$ cat config.mk
export PLATFORM = sky130hd
export DESIGN_NAME = l2_bank_rr_arbiter
export DESIGN_NICKNAME = d
export VERILOG_FILES = /design/src/rtl/l2_arb_pkg.sv /design/src/rtl/l2_rr_prio_sel.sv /design/src/rtl/l2_bank_rr_arbiter.sv
export SDC_FILE = /design/constraint.sdc
export NUM_CORES = 1
export LEC_CHECK = 0
export BUFFER_PORTS_ARGS = -buffer_cell sky130_fd_sc_hd__buf_2
export CELL_PAD_IN_SITES_DETAIL_PLACEMENT = 1
export CELL_PAD_IN_SITES_GLOBAL_PLACEMENT = 2
export CORE_AREA = 10 10 200 202
export DETAILED_ROUTE_END_ITERATION = 8
export DIE_AREA = 0 0 210 212
export PLACE_DENSITY_LB_ADDON = 0.1
export SKIP_CTS_REPAIR_TIMING = 1
export SLEW_MARGIN = 20
export SYNTH_ARGS = -nofsm -noshare
export SYNTH_HDL_FRONTEND = slang
export SYNTH_SLANG_ARGS = --single-unit
$ cat constraint.sdc
create_clock -name clk -period 5.75 [get_ports clk]
set_input_delay 0.8625 -clock clk [delete_from_list [all_inputs] [get_ports clk]]
set_output_delay 0.8625 -clock clk [all_outputs]
set_load 0.02 [all_outputs]
$ cat src/rtl/l2_arb_pkg.sv
// Shared defaults, one-hot ID type and index/one-hot conversion helpers for the L2 bank arbiter.
package l2_arb_pkg;

    localparam int unsigned N_MASTER_DEF     = 8;
    localparam int unsigned ADDR_WIDTH_DEF   = 12;
    localparam int unsigned DATA_WIDTH_DEF   = 32;
    localparam int unsigned RESP_LATENCY_DEF = 1;

    // Helpers work on a fixed maximum width; callers size-cast to their own N_MASTER.
    localparam int unsigned MAX_MASTER = 32;
    localparam int unsigned MAX_IDX_W  = 6;

    typedef logic [MAX_MASTER-1:0] id_vec_t;
    typedef logic [MAX_IDX_W-1:0]  idx_t;

    function automatic id_vec_t idx_to_onehot(input idx_t idx);
        id_vec_t oh;
        oh = '0;
        for (int i = 0; i < int'(MAX_MASTER); i++) begin
            oh[i] = (idx == idx_t'(i));
        end
        return oh;
    endfunction

    function automatic idx_t onehot_to_idx(input id_vec_t oh);
        idx_t idx;
        idx = '0;
        for (int i = 0; i < int'(MAX_MASTER); i++) begin
            if (oh[i]) begin
                idx = idx | idx_t'(i);
            end
        end
        return idx;
    endfunction

endpackage

$ cat src/rtl/l2_rr_prio_sel.sv
// Combinational rotate-priority select: first requester at or after ptr_i, wrapping modulo N_MASTER.
module l2_rr_prio_sel #(
    parameter  int unsigned N_MASTER = 8,
    localparam int unsigned IDX_W    = $clog2(N_MASTER)
) (
    input  logic [N_MASTER-1:0] req_i,
    input  logic [IDX_W-1:0]    ptr_i,
    output logic [IDX_W-1:0]    idx_o,
    output logic                valid_o
);

    logic [IDX_W:0] cand;

    // NOTE: every variable gets a default at the top of the block, so no path leaves one holding its old value (no latch).
    always_comb begin
        idx_o   = '0;
        cand    = '0;
        valid_o = |req_i;
        // Walk from the farthest offset toward the pointer so the nearest requester is written last and wins.
        for (int k = int'(N_MASTER) - 1; k >= 0; k--) begin
            cand = {1'b0, ptr_i} + (IDX_W+1)'(k);
            if (cand >= (IDX_W+1)'(N_MASTER)) begin
                cand = cand - (IDX_W+1)'(N_MASTER);
            end
            if (req_i[cand[IDX_W-1:0]]) begin
                idx_o = cand[IDX_W-1:0];
            end
        end
    end

endmodule

$ cat src/rtl/l2_bank_rr_arbiter.sv
// Round-robin request scheduler for one L2 bank: picks one master per cycle, forwards its payload,
// and carries the winner's one-hot ID through the bank read latency to the response decoder.
module l2_bank_rr_arbiter
    import l2_arb_pkg::*;
#(
    parameter int unsigned N_MASTER     = N_MASTER_DEF,
    parameter int unsigned ID_WIDTH     = N_MASTER,
    parameter int unsigned ADDR_WIDTH   = ADDR_WIDTH_DEF,
    parameter int unsigned DATA_WIDTH   = DATA_WIDTH_DEF,
    parameter int unsigned BE_WIDTH     = DATA_WIDTH / 8,
    parameter int unsigned RESP_LATENCY = RESP_LATENCY_DEF
) (
    input  logic                                 clk,
    input  logic                                 rst_n,
    input  logic [N_MASTER-1:0]                  data_req_i,
    input  logic [N_MASTER-1:0][ADDR_WIDTH-1:0]  data_add_i,
    input  logic [N_MASTER-1:0]                  data_wen_i,
    input  logic [N_MASTER-1:0][DATA_WIDTH-1:0]  data_wdata_i,
    input  logic [N_MASTER-1:0][BE_WIDTH-1:0]    data_be_i,
    output logic [N_MASTER-1:0]                  data_gnt_o,
    output logic                                 bank_req_o,
    output logic [ADDR_WIDTH-1:0]                bank_add_o,
    output logic                                 bank_wen_o,
    output logic [DATA_WIDTH-1:0]                bank_wdata_o,
    output logic [BE_WIDTH-1:0]                  bank_be_o,
    input  logic                                 bank_gnt_i,
    input  logic [DATA_WIDTH-1:0]                bank_rdata_i,
    output logic                                 data_r_valid_o,
    output logic [ID_WIDTH-1:0]                  data_r_ID_o,
    output logic [DATA_WIDTH-1:0]                data_r_rdata_o
);

    localparam int unsigned IDX_W = $clog2(N_MASTER);

    if (ID_WIDTH != N_MASTER) begin : g_bad_id_width
        $error("l2_bank_rr_arbiter: ID_WIDTH must equal N_MASTER");
    end
    if (N_MASTER < 2 || N_MASTER > MAX_MASTER || RESP_LATENCY < 1) begin : g_bad_params
        $error("l2_bank_rr_arbiter: N_MASTER must be 2..32 and RESP_LATENCY >= 1");
    end

    logic [IDX_W-1:0]                       rr_q, rr_d;
    logic [IDX_W-1:0]                       win_idx;
    logic                                   win_valid;
    logic [ID_WIDTH-1:0]                    win_oh;
    logic                                   accept;
    logic [RESP_LATENCY-1:0][ID_WIDTH-1:0]  id_pipe_q, id_pipe_d;

    l2_rr_prio_sel #(
        .N_MASTER (N_MASTER)
    ) u_prio_sel (
        .req_i   (data_req_i),
        .ptr_i   (rr_q),
        .idx_o   (win_idx),
        .valid_o (win_valid)
    );

    assign win_oh         = ID_WIDTH'(idx_to_onehot(idx_t'(win_idx)));
    assign accept         = win_valid & bank_gnt_i;
    assign bank_req_o     = |data_req_i;
    assign data_gnt_o     = accept ? win_oh : '0;
    assign data_r_ID_o    = id_pipe_q[RESP_LATENCY-1];
    assign data_r_valid_o = |id_pipe_q[RESP_LATENCY-1];
    assign data_r_rdata_o = bank_rdata_i;

    always_comb begin
        bank_add_o   = '0;
        bank_wen_o   = 1'b0;
        bank_wdata_o = '0;
        bank_be_o    = '0;
        if (win_valid) begin
            bank_add_o   = data_add_i[win_idx];
            bank_wen_o   = data_wen_i[win_idx];
            bank_wdata_o = data_wdata_i[win_idx];
            bank_be_o    = data_be_i[win_idx];
        end
    end

    // Priority only rotates on an accepted transfer; a stalled bank keeps the same head.
    always_comb begin
        rr_d = rr_q;
        if (accept) begin
            rr_d = (win_idx == IDX_W'(N_MASTER - 1)) ? '0 : win_idx + IDX_W'(1);
        end
    end

    always_comb begin
        id_pipe_d    = '0;
        id_pipe_d[0] = accept ? win_oh : '0;
        for (int s = 1; s < int'(RESP_LATENCY); s++) begin
            id_pipe_d[s] = id_pipe_q[s-1];
        end
    end

    // NOTE: the ID pipeline is reset, unlike a data RAM: a stale one-hot left in it would fire a phantom r_valid.
    always_ff @(posedge clk or negedge rst_n) begin
        if (!rst_n) begin
            rr_q      <= '0;
            id_pipe_q <= '0;
        end else begin
            // NOTE: non-blocking so every stage samples its neighbour's pre-edge value.
            rr_q      <= rr_d;
            id_pipe_q <= id_pipe_d;
        end
    end

    a_gnt_onehot0: assert property (@(posedge clk) disable iff (!rst_n) $onehot0(data_gnt_o));
    a_rid_onehot0: assert property (@(posedge clk) disable iff (!rst_n) $onehot0(data_r_ID_o));
    a_gnt_is_win:  assert property (@(posedge clk) disable iff (!rst_n)
        (|data_gnt_o) |-> (onehot_to_idx(id_vec_t'(data_gnt_o)) == idx_t'(win_idx)));

endmodule

==> flow_results.org, run 1 <==
** Outcome
- The run finished with clean final reports.

** Yosys
- Counting flops with a built-in enable in the synthesized netlist gives 0.
- Of the synthesized area, sequential elements account for 0.0513.
- Of all cell types, the one taking the most synthesized area is sky130_fd_sc_hd__mux2i_1.
- For this run, the number of Yosys warnings is 0.
- After synthesis the netlist holds a flip-flop and latch count of 11.
- Top cells by area in the synthesized netlist :: sky130_fd_sc_hd__mux2i_1 57%, sky130_fd_sc_hd__a22o_1 8.0%, sky130_fd_sc_hd__buf_4 5.5%
- Synthesis handed over a netlist of 577 instances.
- Post-Synthesis Mean Instance Area :: 9.30 um2
- Of all flip-flops after synthesis, the portion carrying an async set or reset was 1.00.
- Of the post-synthesis cell area, the dominant cell type holds 0.572.
- Post-Synthesis Net Count :: 1,020
- In this run, distinct cell masters in the synthesized netlist total 48.
- Summing every instance area after synthesis gives 5370 um2.
- Primary flip-flop cell chosen by synthesis mapping :: sky130_fd_sc_hd__dfrtp_1

** Detailed routing
- First-pass detailed-route iteration total :: 4
- Detailed-route vias per instance :: 4.25
- Count of unresolved DRC violations after routing :: 0
- Post-route ant nets :: 0
- After detailed routing, the average wire length per cell comes to 23.4 um.
- Via Count :: 6,191
- Starting DRC count in detailed routing :: 175
- Wires add up to 34,100 um.

** Place
- The congestion estimate from routability-driven global placement came to 0.765.
- The wire-length estimate of the detail-placed layout is 29,500 um.
- Number of input and output port buffers inserted :: 469
- # placed instances :: 1,447

** STA
- Setup repair after global routing left no endpoint under its margin.
- Adding up every negative setup slack in the final design gives 0 ns.
- Slew Viols, Final :: 0
- For the final database, setup skew stands at 0.00493 ns.
- Top achievable clock speed :: 0.199 GHz
- The final hold violation count came to 0.
- Setup violations remaining at the end of the flow were counted as 0.
- Final period utilization :: 0.872
- Final hold slack :: 0.485 ns
- Min cycle time layout :: 5.02 ns
- Slew at the pin closest to its max-slew limit :: 0.688 ns
- The worst pin sits at a relative slew slack of 0.542.

** Die
- The core region is 36,100 um2.
- Die extent in y :: 212 um
- Count of pins on the block boundary :: 534
- The die is 210 um wide.
- Effective utilization at floorplan :: 0.149
- Die Outline Area :: 44,500 um2
- The floorplan has 70 rows.

** CTS
- CTS built an H-tree with a depth of 1.
- Clock buffer count from CTS :: 3
- TritonCTS built the clock tree.
- At the later pin of the worst-skew pair, clock insertion delay measures 0.24 ns.
- Root Buffer :: sky130_fd_sc_hd__clkbuf_16
- No sink is reached through more buffers than the 2 on the longest clock path.
- For this design, the sink count on the clock tree is 11.
- After clock tree synthesis, the clock-pin slew on the worst setup and hold paths is 0.04 ns.

** Worst hold path
- Worst min path class :: in2async

** Layout
- The area growth from synthesis to layout is 51.0%.
- Fraction of layout instances using a drive strength above 1 :: 0.524
- The final layout contains 1,427 nets.
- After the flow finishes, the layout carries non-filler instances totaling 1,457.
- After filler insertion, the fill cell instance count of the layout stands at 4,425.

** Global route
- Entering global routing, the biggest net connects 55 pins.
- Wire length of the first global-routing pass :: 47,000 um
- The initial antenna violation count was 13.
- After global routing the overflow that remains totals 0.
- The via count of the first global-routing pass came to 6,918.
- Aggregate global-route resource usage :: 0.140

** Worst setup path
- Data on the critical path arrives at its endpoint at 4.15 ns.
- At the worst endpoint, the required time is 4.89 ns.
- Classification of the worst setup path :: reg2out
- Endpoint type of the worst setup path :: primary output
- Startpoint Class :: flop
- Of all nets on the critical path, the largest fanout is 54.
- For the worst flop-to-flop path, the logic depth is 12.

** Run
- Max-Cap Viols :: 0
==> placed cells by master (no fill, tap or decap), types with 4 or more instances in the layout <==
cell | Yosys | final
sky130_fd_sc_hd__a21oi_1 | 5 | 5
sky130_fd_sc_hd__a22o_1 | 49 | 49
sky130_fd_sc_hd__a31oi_1 | 5 | 5
sky130_fd_sc_hd__and3_1 | 8 | 8
sky130_fd_sc_hd__buf_12 | 0 | 8
sky130_fd_sc_hd__buf_2 | 27 | 469
sky130_fd_sc_hd__buf_4 | 39 | 11
sky130_fd_sc_hd__dfrtp_1 | 11 | 11
sky130_fd_sc_hd__diode_2 | 0 | 6
sky130_fd_sc_hd__ha_1 | 8 | 8
sky130_fd_sc_hd__inv_1 | 9 | 9
sky130_fd_sc_hd__mux2_2 | 5 | 5
sky130_fd_sc_hd__mux2i_1 | 307 | 307
sky130_fd_sc_hd__mux4_2 | 12 | 12
sky130_fd_sc_hd__nand2_1 | 15 | 15
sky130_fd_sc_hd__nor2_1 | 7 | 7
sky130_fd_sc_hd__nor4_1 | 4 | 4
sky130_fd_sc_hd__o21ai_0 | 5 | 5
==> routing by layer <==
layer  global-route usage  part of all wire  vias to the layer above
li1                     -                 -                     3026
met1                0.140              0.36                     2891
met2                0.282              0.56                      241
met3               0.0417             0.069                       25
met4               0.0154            0.0078                        8
met5                    0            0.0018                        -
==> final timing paths <==
| check | slack [ns] | from | end |
|---|---|---|---|
| min in group clk | 0.64 | rr_q[0] | rr_q[0] |
| setup / recovery | 0.73 | rr_q[0] | bank_wdata_o[19] |
| max in group asynchronous | 5.05 | rst_n | rr_q[1] |
| hold reg to reg | 0.64 | rr_q[0] | rr_q[0] |
| setup reg to reg | 1.96 | rr_q[0] | data_r_ID_o[4] |
| hold / removal | 0.49 | rst_n | data_r_ID_o[0] |
==> logic make-up (layout without fill, tap and decap cells) <==
| group | count (synthesis) | count (layout) | synth area share |
|---|---|---|---|
| DFF | 11 | 11 | 0.0513 |
| xor gates and xnor gates | 2 | 2 | 0.00466 |
| muxes | 326 | 326 | 0.638 |
| adders and majority gates | 8 | 8 | 0.0186 |
| buffers and inverters | 96 | 502 | 0.112 |
| other | 0 | 6 | 0 |
| AOI/OAI and AO/OA | 86 | 86 | 0.129 |
| and+or+nand+nor | 48 | 48 | 0.0459 |
==> cells in the mapped netlist (4+ instances only) <==
library cell,number
sky130_fd_sc_hd__mux4_2,12
sky130_fd_sc_hd__ha_1,8
sky130_fd_sc_hd__buf_6,8
sky130_fd_sc_hd__and3_1,8
sky130_fd_sc_hd__buf_2,27
sky130_fd_sc_hd__a22o_1,49
sky130_fd_sc_hd__nor2_1,7
sky130_fd_sc_hd__dfrtp_1,11
sky130_fd_sc_hd__nand2_1,15
sky130_fd_sc_hd__buf_4,39
sky130_fd_sc_hd__o21ai_0,5
sky130_fd_sc_hd__mux2i_1,307
sky130_fd_sc_hd__a21oi_1,5
sky130_fd_sc_hd__clkbuf_1,12
sky130_fd_sc_hd__inv_1,9
sky130_fd_sc_hd__mux2_2,5
sky130_fd_sc_hd__nor4_1,4
sky130_fd_sc_hd__a31oi_1,5
==> layout make-up <==
type	instances	area [um2]	share of cell area
Multi-Input combinational cell	470	4520	0.558
Timing Repair Buffer	488	2590	0.320
Tap cell	468	586	0.0722
Sequential cell	11	275	0.0340
Clock buffer	3	75.1	0.00926
Inverter	10	37.5	0.00463
Antenna cell	6	15.0	0.00185
Clock inverter	1	5.00	0.000617
==> sequential cells by signal, indices dropped and copies added (netlist names) <==
name / flops
data_r_ID_o: 8
rr_q: 3
==> critical path, cell delays in order, from the launching register on <==
cell,delay [ns]
sky130_fd_sc_hd__dfrtp_1,0.37
sky130_fd_sc_hd__inv_1,0.09
sky130_fd_sc_hd__ha_1,0.48
sky130_fd_sc_hd__inv_1,0.29
sky130_fd_sc_hd__mux4_2,0.64
sky130_fd_sc_hd__a2111oi_0,0.41
sky130_fd_sc_hd__a21oi_1,0.08
sky130_fd_sc_hd__o211ai_1,0.20
sky130_fd_sc_hd__a221o_4,0.23
sky130_fd_sc_hd__buf_12,0.34
sky130_fd_sc_hd__mux2i_1,0.34
sky130_fd_sc_hd__a22o_1,0.18
sky130_fd_sc_hd__buf_2,0.17
==> through the flow <==
stage | utilization | worst slack, ns | area, um2
finish | 0.225 | 0.733 | 8110
global route | 0.224 | 0.384 | 8100
CTS | 0.224 | 0.697 | 8090
detailed placement | 0.222 | 0.866 | 8010
global placement | 0.222 | 0.776 | 8010
floorplan | - | 1.06 | 5370
Power of run 1 is left out: the tool's default activity adds up to more than one toggle a clock period on the data nets, which glitch-free logic cannot reach.
==> run 2, diff against run 1 <==
--- a/config.mk
+++ b/config.mk
@@ -8,9 +8,9 @@
 export BUFFER_PORTS_ARGS = -buffer_cell sky130_fd_sc_hd__buf_2
 export CELL_PAD_IN_SITES_DETAIL_PLACEMENT = 1
 export CELL_PAD_IN_SITES_GLOBAL_PLACEMENT = 2
-export CORE_AREA = 10 10 200 202
+export CORE_AREA = 2 2 210 212
 export DETAILED_ROUTE_END_ITERATION = 8
-export DIE_AREA = 0 0 210 212
+export DIE_AREA = 0 0 212 214
 export PLACE_DENSITY_LB_ADDON = 0.1
 export SKIP_CTS_REPAIR_TIMING = 1
 export SLEW_MARGIN = 20
==> run 2 against run 1 <==
Effect of this change: utilization down 3.2 points; clock skew down 0.0030 ns; worst hold slack better by 0.0059 ns; count of clock-buffer cells in the layout unchanged; routed wire length down 3.4%; design area up 2.1%; critical endpoint is now bank_wdata_o[10].
==> flow_results.org, run 2 (synthesis gave the netlist of run 1 again) <==
** Outcome
- Result of the run :: finished clean (unchanged)

** Worst setup path
- The source of the worst register-to-register timing path is rr_q[0] (unchanged).
- The startpoint class of the critical path is a flop (unchanged).
- Classification of the worst setup path :: reg2out (unchanged)
- CP max FO :: 25 (was 54)
- The data required time of the worst path came to 4.89 ns (about the same).
- Slack of the worst reg-to-reg path :: 1.93 ns (was 1.96 ns)
- The end of the critical path is bank_wdata_o[10] (was bank_wdata_o[19]).
- The sort of element at the end of the critical path was a primary output (unchanged).
- The depth of the most critical reg-to-reg path came to 13 (was 12).
- Critical path origin :: rr_q[0] (unchanged)
- The end of the worst register-to-register path was rr_q[2] (was data_r_ID_o[4]).
- Data arrival time of the critical path :: 4.21 ns (was 4.15 ns)

** Layout
- Flip-flop count of the largest register after layout :: 8 (unchanged)
- Number of nets at the end of the flow :: 1,431 (was 1,427)
- Non-filler cells, final :: 1,574 (was 1,457)
- Fill count :: 5,147 (was 4,425)
- The leading cell type in the layout, fill and taps excluded is sky130_fd_sc_hd__buf_2 (unchanged).
- Area growth from synthesis to layout :: 54.1% (was 51.0%)
- Fraction of the core area covered by cells at the end of the flow :: 0.193 (was 0.225)
- Fraction of layout instances using a drive strength above 1 :: 0.526 (was 0.524)
- Highest-count cells in the layout ignoring fill and taps :: 469 x sky130_fd_sc_hd__buf_2, 307 x sky130_fd_sc_hd__mux2i_1, 49 x sky130_fd_sc_hd__a22o_1, 15 x sky130_fd_sc_hd__nand2_1, 15 x sky130_fd_sc_hd__buf_4 (was 469 x sky130_fd_sc_hd__buf_2, 307 x sky130_fd_sc_hd__mux2i_1, 49 x sky130_fd_sc_hd__a22o_1, 15 x sky130_fd_sc_hd__nand2_1, 12 x sky130_fd_sc_hd__mux4_2)

** Detailed routing
- Via Count :: 6,197 (was 6,191)
- Starting DRC count in detailed routing :: 165 (was 175)
- The first-pass iteration count of the detailed router is 4 (unchanged).
- Sum of routed wire length over all layers :: 32,900 um (was 34,100 um)
- The number of nets with antenna violations after detailed routing is 0 (unchanged).
- Count of unresolved DRC violations after routing :: 0 (unchanged)
- The vias per cell is 3.94 (was 4.25).
- Avg WL per Cell :: 20.9 um (was 23.4 um)

** CTS
- The CTS root buffer is sky130_fd_sc_hd__clkbuf_16 (unchanged).
- Clock transition time at the flip-flop clock pins of the worst setup and hold paths :: 0.04 ns (about the same)
- Clock buffer count from CTS :: 3 (unchanged)
- TritonCTS Sinks :: 11 (unchanged)
- Worst-case clock buffer depth :: 2 (unchanged)
- The clock latency of the later-clocked register in the worst-skew pair came to 0.24 ns (about the same).
- CTS tree :: built (unchanged)
- The number of H-tree levels was 1 (unchanged).

** STA
- The worst slew margin relative to its limit came to 0.486 (was 0.542).
- The highest attainable clock frequency came to 0.197 GHz (was 0.199 GHz).
- Final period utilization :: 0.882 (was 0.872)
- Number of hold violations in the final report :: 0 (unchanged)
- The transition at the pin with the smallest max-transition slack was 0.764 ns (was 0.688 ns).
- Number of setup violations in the final report :: 0 (unchanged)
- The setup clock skew after layout came to 0.00194 ns (was 0.00493 ns).
- Unrepaired setup endpoints after global routing: false (unchanged).
- Minimum setup slack in the final design :: 0.678 ns (was 0.733 ns)
- The count of pins over their slew limit is 0 (unchanged).
- Sum Neg Setup Slack :: 0 ns (unchanged)
- The minimum period implied by the final worst setup slack is 5.07 ns (was 5.02 ns).

** Place
- The worst slack at placement was 0.849 ns (was 0.866 ns).
- Routability cong. :: 0.772 (was 0.765)
- Detailed Place HPWL :: 28,200 um (was 29,500 um)
- Number of input and output port buffers inserted :: 469 (unchanged)
- # placed instances :: 1,568 (was 1,447)

** Global route
- Grt total ovfl :: 0 (unchanged)
- Number of antenna violations at the first check in global routing :: 7 (was 13)
- Wire length of the first global-routing pass :: 46,800 um (was 47,000 um)
- Aggregate global-route resource usage :: 0.139 (was 0.140)
- The pin count of the biggest net entering global routing is 89 (was 55).
- Number of global-route vias before repair :: 7,072 (was 6,918)

** Die
- The number of cell rows was 76 (was 70).
- Overall die width :: 212 um (was 210 um)
- Effective utilization at floorplan :: 0.125 (was 0.149)
- Count of pins on the block boundary :: 534 (unchanged)
- The area of the core region was 42,900 um2 (was 36,100 um2).
- Die extent in y :: 214 um (was 212 um)
- Die Outline Area :: 45,400 um2 (was 44,500 um2)

** Run
- Max-Cap Viols :: 0 (unchanged)

** Worst hold path
- The worst hold path class is in2async (unchanged).
==> run 2: changes by cell type in the layout (fill, tap and decap cells not counted), sizes merged <==
cell and change:
diode -4, buf +4
==> run 2: metrics by stage <==
stage / instance area (um2) / hold WS (ns)
CTS: 8270 / 0.501
finish: 8270 / 0.491
detailed placement: 8190 / 0.642
global route: 8270 / 0.506
floorplan: 5370 / 0.567
global placement: 8190 / 0.644
==> run 2: worst min-delay path by stage <==
stage	slack [ns]	end	cells after the start	start
floorplan	0.57	data_r_ID_o[0]	0	rst_n
global placement	0.64	rr_q[0]	2	rr_q[0]
detailed placement	0.64	rr_q[0]	2	rr_q[0]
CTS	0.50	data_r_ID_o[3]	1	rst_n
global route	0.51	data_r_ID_o[3]	1	rst_n
finish	0.49	rr_q[0]	1	rst_n
==> run 2: area by class of cell <==
| class | instances | area, um2 | area share |
|---|---|---|---|
| timing repair buffer | 492 | 2620 | 0.317 |
| sequential | 11 | 275 | 0.0333 |
| clock buffer | 3 | 75.1 | 0.00908 |
| multi-input combinational | 470 | 4520 | 0.547 |
| inverter | 10 | 37.5 | 0.00454 |
| clock inverter | 1 | 5.00 | 0.000605 |
| antenna | 2 | 5.00 | 0.000605 |
| tap | 585 | 732 | 0.0885 |
==> run 2: routing by layer <==
metal,routed length (um),GRT usage,share of wire
met1,12700,0.155,0.38
met3,1680,0.0242,0.051
met5,69,0,0.0021
met4,318,0.0160,0.0097
met2,18200,0.275,0.55
==> run 2: worst max-delay path, stage by stage (launching register included) <==
cell and delay, ns:
sky130_fd_sc_hd__dfrtp_1 0.34, sky130_fd_sc_hd__buf_4 0.34, sky130_fd_sc_hd__ha_1 0.35, sky130_fd_sc_hd__xor2_2 0.37
sky130_fd_sc_hd__mux4_2 0.47, sky130_fd_sc_hd__a2111oi_0 0.42, sky130_fd_sc_hd__a21oi_1 0.09, sky130_fd_sc_hd__o211ai_1 0.20
sky130_fd_sc_hd__a221o_4 0.31, sky130_fd_sc_hd__buf_4 0.24, sky130_fd_sc_hd__buf_4 0.26, sky130_fd_sc_hd__mux2i_1 0.22
sky130_fd_sc_hd__a22o_1 0.16, sky130_fd_sc_hd__buf_2 0.17
Power of run 2 is left out for the same reason.
==> run 3, diff against run 2 <==
--- a/config.mk
+++ b/config.mk
@@ -12,6 +12,7 @@
 export DETAILED_ROUTE_END_ITERATION = 8
 export DIE_AREA = 0 0 212 214
 export PLACE_DENSITY_LB_ADDON = 0.1
+export REMOVE_ABC_BUFFERS = 1
 export SKIP_CTS_REPAIR_TIMING = 1
 export SLEW_MARGIN = 20
 export SYNTH_ARGS = -nofsm -noshare
==> run 3 against run 2 <==
Effect of this change: clock skew up 0.0031 ns; global-route usage up 1.6 points; die area unchanged; setup slack worse by 0.14 ns; non-clock buffer count up 8; sequential share of layout area about the same; utilization up 0.29 points; routed wire length up 12%; via count up 4.0%; critical path type unchanged.
==> flow_results.org, run 3 (synthesis gave the netlist of run 1 again) <==
** Worst setup path
- The reg2reg setup slack came to 1.76 ns (was 1.93 ns).
- Most common cell on crit path :: sky130_fd_sc_hd__inv_1 (was sky130_fd_sc_hd__buf_4)
- The startpoint class of the critical path is a flop (unchanged).
- The cell at the slowest stage of the critical path is sky130_fd_sc_hd__mux4_2 (unchanged).
- The start-to-end type of the worst setup path was reg2out (unchanged).
- Endpoint type of the worst setup path :: primary output (unchanged)
- CP max FO :: 18 (was 25)
- Data required time of the critical path :: 4.89 ns (about the same)
- Crit-path cells: inv_1, ha_1, inv_1, mux4_2, a2111oi_0, a21oi_1, o211ai_1, a221o_4, buf_4, mux2i_1, a22o_1, buf_2 (was buf_4, ha_1, xor2_2, mux4_2, a2111oi_0, a21oi_1, o211ai_1, a221o_4, buf_4, buf_4, mux2i_1, a22o_1, buf_2).
- The data arrival time of the critical path was 4.34 ns (was 4.21 ns).
- The maximum cell stage delay along the critical path came to 0.64 ns (was 0.47 ns).
- The number of gates on the worst path with buffers counted was 12 (was 13).
- The depth of the most critical reg-to-reg path came to 13 (unchanged).
- End of the worst register-to-register path :: rr_q[0] (was rr_q[2])
- The gate family responsible for the most delay along the worst path is compound AO/OA/AOI/OAI gates (unchanged).
- Critical path origin :: rr_q[1] (was rr_q[0])
- The source of the worst register-to-register timing path is rr_q[1] (was rr_q[0]).
- WP buf/inv :: 4 (unchanged)

** Die
- The area of the core region is 42,900 um2 (unchanged).
- The die height came to 214 um (unchanged).
- The number of cell rows is 76 (unchanged).
- Effective utilization at floorplan :: 0.125 (unchanged)
- Die Outline Area :: 45,400 um2 (unchanged)
- Overall die width :: 212 um (unchanged)
- The number of ports placed on the die boundary was 534 (unchanged).

** CTS
- Root Buffer :: sky130_fd_sc_hd__clkbuf_16 (unchanged)
- Clock buffer count from CTS :: 3 (unchanged)
- H-tree depth :: 1 (unchanged)
- Clock transition time at the flip-flop clock pins of the worst setup and hold paths :: 0.04 ns (about the same)
- The clock tree from TritonCTS was built (unchanged).
- TritonCTS Sinks :: 11 (unchanged)
- Worst-case clock buffer depth :: 2 (unchanged)
- The clock latency of the later-clocked register in the worst-skew pair is 0.24 ns (about the same).

** STA
- The setup slack of the critical path after layout is 0.543 ns (was 0.678 ns).
- The setup violation total in the final timing report was 0 (unchanged).
- The count of pins over their slew limit was 0 (unchanged).
- Post-Route Skew :: 0.00508 ns (was 0.00194 ns)
- The highest attainable clock frequency was 0.192 GHz (was 0.197 GHz).
- Headroom to the max-slew limit :: 0.469 (was 0.486)
- Min cycle time layout :: 5.21 ns (was 5.07 ns)
- The transition at the pin with the smallest max-transition slack came to 0.790 ns (was 0.764 ns).
- Number of hold violations in the final report :: 0 (unchanged)
- Unrepaired setup endpoints after global routing :: false (unchanged)
- The share of the cycle needed by the critical path after routing came to 0.906 (was 0.882).

** Place
- Detailed Place HPWL :: 32,100 um (was 28,200 um)
- # placed instances :: 1,576 (was 1,568)
- Worst setup timing slack at the placement stage :: 0.739 ns (was 0.849 ns)
- Routability cong. :: 0.839 (was 0.772)
- Number of input and output port buffers inserted :: 469 (unchanged)

** Detailed routing
- Count of unresolved DRC violations after routing :: 0 (unchanged)
- Post-route ant nets :: 0 (unchanged)
- The wire length after detailed routing came to 36,700 um (was 32,900 um).
- The first-pass iteration count of the detailed router was 4 (unchanged).
- The vias per cell came to 4.03 (was 3.94).
- Avg WL per Cell :: 23.0 um (was 20.9 um)
- Starting DRC count in detailed routing :: 166 (was 165)
- Via Count :: 6,445 (was 6,197)

** Layout
- Most common library cell in the layout ignoring fill and taps :: sky130_fd_sc_hd__buf_2 (unchanged)
- The total area of sequential cells came to 275 um2 (unchanged).
- The layout overhead on the synthesized area came to 56.4% (was 54.1%).
- Number of nets at the end of the flow :: 1,439 (was 1,431)
- The count of non-filler cells in the finished layout was 1,598 (was 1,574).
- Fill count :: 5,191 (was 5,147)
- The number of flip-flops in the largest register is 8 (unchanged).
- The share of layout cells above drive strength 1 came to 0.529 (was 0.526).
- The total area of multi-input combinational cells is 4520 um2 (unchanged).
- Highest-count cells in the layout ignoring fill and taps :: 469 x sky130_fd_sc_hd__buf_2, 307 x sky130_fd_sc_hd__mux2i_1, 49 x sky130_fd_sc_hd__a22o_1, 21 x sky130_fd_sc_hd__buf_4, 15 x sky130_fd_sc_hd__nand2_1 (was 469 x sky130_fd_sc_hd__buf_2, 307 x sky130_fd_sc_hd__mux2i_1, 49 x sky130_fd_sc_hd__a22o_1, 15 x sky130_fd_sc_hd__nand2_1, 15 x sky130_fd_sc_hd__buf_4)

** Run
- The max capacitance violation total was 0 (unchanged).

** Global route
- The via count of the first global-routing pass was 7,189 (was 7,072).
- The overall track demand over capacity in global routing was 0.155 (was 0.139).
- Wire length of the first global-routing pass :: 51,100 um (was 46,800 um)
- The pin count of the biggest net entering global routing is 35 (was 89).
- Grt total ovfl :: 0 (unchanged)
- The initial antenna violation count is 30 (was 7).

** Worst hold path
- Worst min path class :: in2async (unchanged)

** Outcome
- Result of the run :: finished clean (unchanged)
[run 3: worst max-delay path by stage]
stage	end
2_1_floorplan	data_gnt_o[7]
3_3_place_gp	bank_wdata_o[14]
3_5_place_dp	bank_wdata_o[26]
4_1_cts	bank_wdata_o[14]
5_1_grt	bank_wdata_o[20]
6_report	bank_wdata_o[5]
[run 3: area by class of cell]
type	instances	area share
multi-input cells	470	0.539
repair buffers	500	0.322
well taps	585	0.0872
flip-flops and latches	11	0.0328
clock buffers	4	0.00939
diodes	18	0.00537
inverters	10	0.00447
[run 3: layer usage]
metal	GRT usage	share of wire
met1	0.158	0.35
met3	0.0623	0.091
met4	0.0291	0.016
met2	0.295	0.53
met5	0.00216	0.0042
[run 3: per-stage QoR]
stage	util	cell area, um2	TNS (ns)	hold WS [ns]
floorplan	-	4800	-814.31	0.567
global placement	0.193	8270	0	0.714
detailed placement	0.193	8270	0	0.698
CTS	0.195	8350	0	0.503
global route	0.195	8370	0	0.517
finish	0.196	8400	0	0.492
Power of run 3 is left out for the same reason.
